File: src/rtl/fifo_pkg.sv
// fifo_pkg: shared defaults, width helpers and the status bus type for param_fifo
package fifo_pkg;
  localparam int DEF_WIDTH = 8;
  localparam int DEF_DEPTH = 4;
  typedef struct packed {
    logic full;
    logic empty;
    logic almost_full;
    logic almost_empty;
    logic overflow;
    logic underflow;
  } fifo_status_t;
  function automatic int cnt_w(input int depth);
    return $clog2(depth + 1);
  endfunction
  function automatic int ptr_w(input int depth);
    return $clog2(depth);
  endfunction
endpackage

File: src/rtl/fifo_ptr.sv
// fifo_ptr: modulo-DEPTH wrapping pointer, valid for non-power-of-two DEPTH
module fifo_ptr
  import fifo_pkg::*;
#(
  parameter int DEPTH = DEF_DEPTH,
  localparam int PW = ptr_w(DEPTH)
) (
  input  logic          clk,
  input  logic          rst,
  input  logic          inc,
  output logic [PW-1:0] ptr
);
  always_ff @(posedge clk)
    if (rst) ptr <= '0;
    else if (inc) ptr <= (ptr == PW'(DEPTH - 1)) ? '0 : ptr + 1'b1;
endmodule

File: src/rtl/param_fifo.sv
// param_fifo: parametrised synchronous FIFO with count, thresholds and sticky errors.
// Define PARAM_FIFO_FWFT_EN for first-word fall-through reads; default is a registered 1-cycle read.
module param_fifo
  import fifo_pkg::*;
#(
  parameter int WIDTH    = DEF_WIDTH,
  parameter int DEPTH    = DEF_DEPTH,
  parameter int AF_LEVEL = DEPTH - 1,
  parameter int AE_LEVEL = 1,
  localparam int CW = cnt_w(DEPTH),
  localparam int PW = ptr_w(DEPTH)
) (
  input  logic             clk,
  input  logic             rst,
  input  logic             wr_en,
  input  logic [WIDTH-1:0] wr_data,
  input  logic             rd_en,
  output logic [WIDTH-1:0] rd_data,
  output logic             rd_valid,
  output logic [CW-1:0]    count,
  output logic             full,
  output logic             empty,
  output logic             almost_full,
  output logic             almost_empty,
  input  logic             clr_err,
  output logic             overflow,
  output logic             underflow
);
  logic [WIDTH-1:0] mem [DEPTH];
  logic [PW-1:0] wr_ptr, rd_ptr;
  logic push, pop, ovf_q, udf_q;
  fifo_status_t status;
  assign status = '{
    full:         count == CW'(DEPTH),
    empty:        count == '0,
    almost_full:  count >= CW'(AF_LEVEL),
    almost_empty: count <= CW'(AE_LEVEL),
    overflow:     ovf_q,
    underflow:    udf_q
  };
  assign {full, empty, almost_full, almost_empty, overflow, underflow} = status;
  // a full FIFO never passes a push through, an empty one never bypasses a pop
  assign push = wr_en && !full;
  assign pop  = rd_en && !empty;
  fifo_ptr #(.DEPTH(DEPTH)) u_wr_ptr (.clk(clk), .rst(rst), .inc(push), .ptr(wr_ptr));
  fifo_ptr #(.DEPTH(DEPTH)) u_rd_ptr (.clk(clk), .rst(rst), .inc(pop),  .ptr(rd_ptr));
  always_ff @(posedge clk)
    if (push) mem[wr_ptr] <= wr_data;
  always_ff @(posedge clk)
    if (rst) count <= '0;
    else if (push && !pop) count <= count + 1'b1;
    else if (pop && !push) count <= count - 1'b1;
  // a fresh error wins over a same-cycle clear
  always_ff @(posedge clk)
    if (rst) begin
      ovf_q <= 1'b0;
      udf_q <= 1'b0;
    end else begin
      ovf_q <= (wr_en && full) || (ovf_q && !clr_err);
      udf_q <= (rd_en && empty) || (udf_q && !clr_err);
    end
`ifdef PARAM_FIFO_FWFT_EN
  assign rd_data  = mem[rd_ptr];
  assign rd_valid = !empty;
`else
  always_ff @(posedge clk)
    if (rst) begin
      rd_data  <= '0;
      rd_valid <= 1'b0;
    end else begin
      rd_valid <= pop;
      if (pop) rd_data <= mem[rd_ptr];
    end
`endif
endmodule

File: config.mk
export PLATFORM = sky130hd
export DESIGN_NAME = param_fifo
export DESIGN_NICKNAME = d
export VERILOG_FILES = /design/src/rtl/fifo_pkg.sv /design/src/rtl/fifo_ptr.sv /design/src/rtl/param_fifo.sv
export SDC_FILE = /design/constraint.sdc
export NUM_CORES = 1
export LEC_CHECK = 0
export ABC_AREA = 1
export ABC_CLOCK_PERIOD_IN_PS = 2600
export CAP_MARGIN = 20
export CELL_PAD_IN_SITES_DETAIL_PLACEMENT = 0
export CELL_PAD_IN_SITES_GLOBAL_PLACEMENT = 1
export CORE_MARGIN = 2
export CORE_UTILIZATION = 41
export CTS_CLUSTER_DIAMETER = 200
export DETAILED_ROUTE_END_ITERATION = 12
export PLACE_DENSITY = 0.77
export SETUP_SLACK_MARGIN = 0.15
export SLEW_MARGIN = 10
export SYNTH_ARGS = -nofsm -noshare
export SYNTH_HDL_FRONTEND = slang
export SYNTH_HIERARCHICAL = 1
export SYNTH_SLANG_ARGS = --single-unit
File: constraint.sdc
create_clock -name clk -period 2.6 [get_ports clk]
set_input_delay 0.78 -clock clk [delete_from_list [all_inputs] [get_ports clk]]
set_output_delay 0.78 -clock clk [all_outputs]
set_load 0.02 [all_outputs]
## After elaboration in Yosys (flattened, before gate mapping)

Memory sizes are Yosys's and may differ from the RTL's. A register that Yosys moved wholly into a read port is not among the register bits.
Index checks and enable logic that the tools add are counted.
W data, S select, Z words.

- Add/sub/neg operators: 4
- Order comparisons: 2
- Eq/ne operators: 3
- Mux-type cells: 6
- Reduce and logical (&&, ||, !) cells: 17

Operators with widths:

| operator | number |
|---|---|
| $logic_and A1 B1 Y1 | 8 |
| $mux W3 | 2 |
| $logic_not A1 Y1 | 5 |
| $add A2 B1 Y2 const B | 2 |
| $eq A2 B2 Y1 const B | 2 |
| $mux W2 | 2 |
| $add A3 B1 Y3 const B | 1 |
| $eq A3 B3 Y1 const B | 1 |
| $ge A3 B2 Y1 const B | 1 |
| $le A3 B1 Y1 const B | 1 |
| $logic_not A3 Y1 | 1 |
| $sub A3 B1 Y3 const B | 1 |
| $logic_or A1 B1 Y1 | 2 |
| $mux W1 | 2 |
| $reduce_bool A2 Y1 | 1 |

- Flip-flop bits (word level): 10
- Memory bits (writable): 32
- Bits of input ports: 13
- Word-level logic and storage cells: 39
- Memories: 1

Memory list:

| name | words | width | rd ports | clocked after Yosys merged registers in | write ports | line | text |
|---|---|---|---|---|---|---|---|
| mem | 4 | 8 | 1 | 1 | 1 | param_fifo.sv:29 | `logic [WIDTH-1:0] mem [DEPTH];` |

## Depth between registers and ports, before layout

- Depth in word-level cells: 7
- Depth in mapped cells: 11
- Mapped depth without buffers: 11

## By module

The synthesis kept the hierarchy.

Modules (own cells, without submodules):

| module | times used | cells each | area each (um^2) | sequential area each (um^2) |
|---|---|---|---|---|
| param_fifo | 1 | 192 | 1966.9 | 1241.2 |
| fifo_ptr | 2 | 14 | 100.1 | 40.0 |

## Least setup slack after synthesis

Ideal clock, no wire load.

- Kind: reg2reg
- Start point: register count[0]
- End point: memory mem[0][0] (netlist bit) (enable)
- Library setup time: 0.383 ns
- Arrival: 1.679 ns
- Data required time: 2.217 ns
- Slack: 0.538 ns
- Stages on the path, launching flop included: 6
- Buffers on the path: 0
- Path through: dfxtp_1 -> inv_1 -> ha_1 -> nand2_1 -> nand2_1 -> nor3_1

- Cells in the longest elaborated chain, start to end: 5

Ends and longest elaborated chain:

| what | line | text |
|---|---|---|
| start: declaration | param_fifo.sv:20 | `output logic [CW-1:0] count,` |
| start signal: assignment | param_fifo.sv:51 | `else if (push && !pop) count <= count + 1'b1;` |
| start signal: assignment | param_fifo.sv:52 | `else if (pop && !push) count <= count - 1'b1;` |
| $eq A3 B3 Y1 | param_fifo.sv:34 | `full: count == CW'(DEPTH),` |
| $logic_not A1 Y1 | param_fifo.sv:43 | `assign push = wr_en && !full;` |
| $logic_and A1 B1 Y1 | param_fifo.sv:43 |  |
| $mux W1 | param_fifo.sv:48 | `if (push) mem[wr_ptr] <= wr_data;` |
| $mux W1 (not written as such) | param_fifo.sv:48 |  |
| end: declaration | param_fifo.sv:29 |  |

Every way passes these cells.

## Worst setup path in the final report

- Start point: register count[0]
- End point: output port full

- Cells in the longest elaborated chain, start to end: 1

Ends and longest elaborated chain:

| what | line | text |
|---|---|---|
| $eq A3 B3 Y1 | param_fifo.sv:34 |  |
| end: declaration | param_fifo.sv:21 | `output logic full,` |

Every way passes these cells.

==> impl_metrics.tcl <==
set metrics [dict create \
    outcome "finished clean" \
    synth-compound-area-share_pct 7.04 \
    min_from "overflow$_SDFF_PP0_" \
    synthMuxAreaShare_pct 0 \
    clock_path_buffers 2 \
    synth_cells 220 \
    worst_pin_slew_ns 0.744 \
    p_int_mw 1.62 \
    vias 1448 \
    cts_tree "yes" \
    drive_gt1_share_pct 12.1 \
    gp_congestion 0.777 \
    route.detailed.drc 0 \
    area_growth_pct 21.7 \
    grt_pass1_vias 1346 \
    vias_per_cell 4.43 \
    cts_buffers 5 \
    grt_usage_pct 14.4 \
    drt-pass1-iter-count 4 \
    routed_wl_um 3820 \
    synth_area_leader_cell "edfxtp_1" \
    yosysMostFrequentCell "nand2_1" \
    rr_worst_depth 11 \
    fin_util_pct 51.6 \
    synth_edf_count 32 \
    slew_viol_final 0 \
    ctsResizeCount 4 \
    grt_max_degree 21 \
    slew_headroom_pct 50.3 \
    hold_viol 0 \
    holdPathEnd "overflow$_SDFF_PP0_" \
    dieArea_mm2 0.00588 \
    maxClockFrequency_mhz 432 \
    die-width_um 76.7 \
    finalSetupViolCount 0 \
    hold_depth 2 \
    cts_hold_buf 0 \
    hp-class "register to register" \
    p_switching_mw 0.984 \
    crit_path_end_kind "output port" \
    synthTopCellsByCount "nand2_1 (70), edfxtp_1 (32), inv_1 (25)" \
    cts_setup_buffers 0 \
    synth.avg_cell_area_um2 9.85 \
    peakVddDrop_v 0.000419 \
    timing.rr.start "count[0]$_SDFFE_PP0P_" \
    ys_seq_elements 50 \
    yosys-top-cells-area "edfxtp_1 (44%), dfxtp_1 (17%), nand2_1 (12%), ha_1 (4.6%), inv_1 (4.3%)" \
    combPwrFrac_pct 39.1 \
    clk_latency_ns 0.30 \
    dp_hpwl_um 2660 \
    synthXorXnorAreaFrac_pct 0.404 \
    drtAntennaViolNets 0 \
    synth_area_mm2 0.00217 \
    path_clk_slew_ns 0.09 \
    cp_max_fo 6 \
    drv_cap 0 \
    clock_power_share_pct 18.3 \
    syn_nets 241 \
    placed_cell_area_mm2 0.00254 \
    root_buffer "clkbuf_8" \
    portBuffers 30 \
    critPathRequiredTime_ns 1.82 \
    start_util_pct 42.4 \
    tns_ns 0 \
    num_rows 26 \
    synth_cell_types 18 \
    cp_data_arrival_time_ns 1.54 \
    diodes 0 \
    grt_pass1_wl_um 6550 \
    grt.overflow.total 0 \
    yosysWarnings 6 \
    ys.flop_type "edfxtp_1" \
    r2r_slack_ns 0.73 \
    skew_ns 0.00789 \
    core_mm2 0.00511 \
    clkSinkCount 50 \
    antenna_found_initial 0 \
    synth-simple-area-share_pct 19.3 \
    ioPinCount 31 \
    finalNetCount 277 \
    htreeDepth 2 \
    reg2reg_to "count[2]$_SDFFE_PP0P_" \
    drtIter0Drc 75 \
    n_fill_cell 507 \
    synthArstFlopShare_pct 0 \
    die_h_um 76.7 \
    worst_setup_path_start_kind "register" \
    leakage_nw 1.10 \
    seq_area_frac_synth_pct 61.0 \
    synth_top_family_by_area "simple AND/OR/NAND/NOR gates" \
    period_share_pct 89.1 \
    critical_path_class "register to output port" \
    synth_adder_area_share_pct 4.62 \
    wire_per_inst_um 11.7 \
    power_density_mw_per_mm2 986 \
    p_seq_share_pct 42.6 \
    rsz0062_at_grt "false" \
    finalCriticalPeriod_ns 2.32 \
    design_area_mm2 0.00264 \
    netlist.area_leader.share_pct 44.3 \
    swShare_pct 37.8 \
]
## worst max-delay path, cell delays in order, from the launching register on
cell and delay (ns):
dfxtp_1 0.35, inv_1 0.15, ha_1 0.24, nand2_1 0.11, inv_2 0.07, dlygate4sd2_1 0.32
## worst max path at each step
stage / start / to / slack (ns) / depth (start not counted)
after floorplan: count[0]$_SDFFE_PP0P_ / mem[0][0]$_DFFE_PP_ / 0.54 / 5
after global placement: count[0]$_SDFFE_PP0P_ / full / 0.36 / 5
after detailed placement: count[0]$_SDFFE_PP0P_ / full / 0.34 / 5
after CTS: count[0]$_SDFFE_PP0P_ / full / 0.26 / 5
after global routing: count[2]$_SDFFE_PP0P_ / almost_full / 0.20 / 5
final: count[0]$_SDFFE_PP0P_ / full / 0.28 / 5
## sequential cells by signal, summed over array words and instances, names as in the netlist
name / count
count: 3
mem: 32
overflow: 1
rd_data: 8
rd_valid: 1
u_rd_ptr/ptr: 2
u_wr_ptr/ptr: 2
underflow: 1
## metal layers
metal	track usage (%)	wire, um	up-vias	share of wire (%)
li1	-	-	781	-
met1	18.9	1880	637	49
met2	22.9	1750	24	46
met3	3.88	124	6	3.2
met4	5.45	60	0	1.6
met5	0	0	-	0
## layout by cell type, fill, tap and decap left out
master           count
nand2_1             70
edfxtp_1            32
clkdlybuf4s50_1     26
inv_1               25
dfxtp_1             18
nand3_1             16
a21oi_2             10
nor2_1               9
ha_1                 8
o21ai_0              7
inv_2                6
a21oi_1              6
clkbuf_8             6
nor3_1               4
dlygate4sd2_1        4
buf_4                4
nand2_4              2
clkinv_4             2
inv_4                1
xnor2_1              1
## final cells by class
class	instances	area [um2]	area share [%]
tap	70	87.6	3.32
clock buffer	6	82.6	3.13
inverter	32	123	4.65
timing repair buffer	34	325	12.3
sequential	50	1320	50.1
clock inverter	2	17.5	0.664
multi-input combinational	133	681	25.8
## power by group through the flow
stage / clock [mW] / combinational (mW) / sequential, mW
2_1_floorplan: 0 / 0.662 / 1.17
3_3_place_gp: 0 / 1.05 / 1.12
3_5_place_dp: 0 / 1.06 / 1.13
4_1_cts: 0.498 / 1.03 / 1.11
5_1_grt: 0.536 / 1.15 / 1.14
6_report: 0.476 / 1.02 / 1.11
## kinds of logic (layout without fill, tap and decap cells)
family | count (synthesis) | count (layout)
fa+ha+maj | 8 | 8
flops | 50 | 50
buf+inv | 37 | 74
simple gates | 101 | 101
xor+xnor | 1 | 1
compound gates | 23 | 23
## stage by stage
stage / hold WS (ns) / worst slack, ns / instances / total power, mW
2_1_floorplan: 0.469 / 0.538 / 220 / 1.83
3_3_place_gp: 0.453 / 0.359 / 319 / 2.17
3_5_place_dp: 0.465 / 0.338 / 319 / 2.18
4_1_cts: 0.480 / 0.258 / 327 / 2.64
5_1_grt: 0.503 / 0.195 / 327 / 2.82
6_report: 0.476 / 0.283 / 327 / 2.60
(Power assumes the default switching activity.)
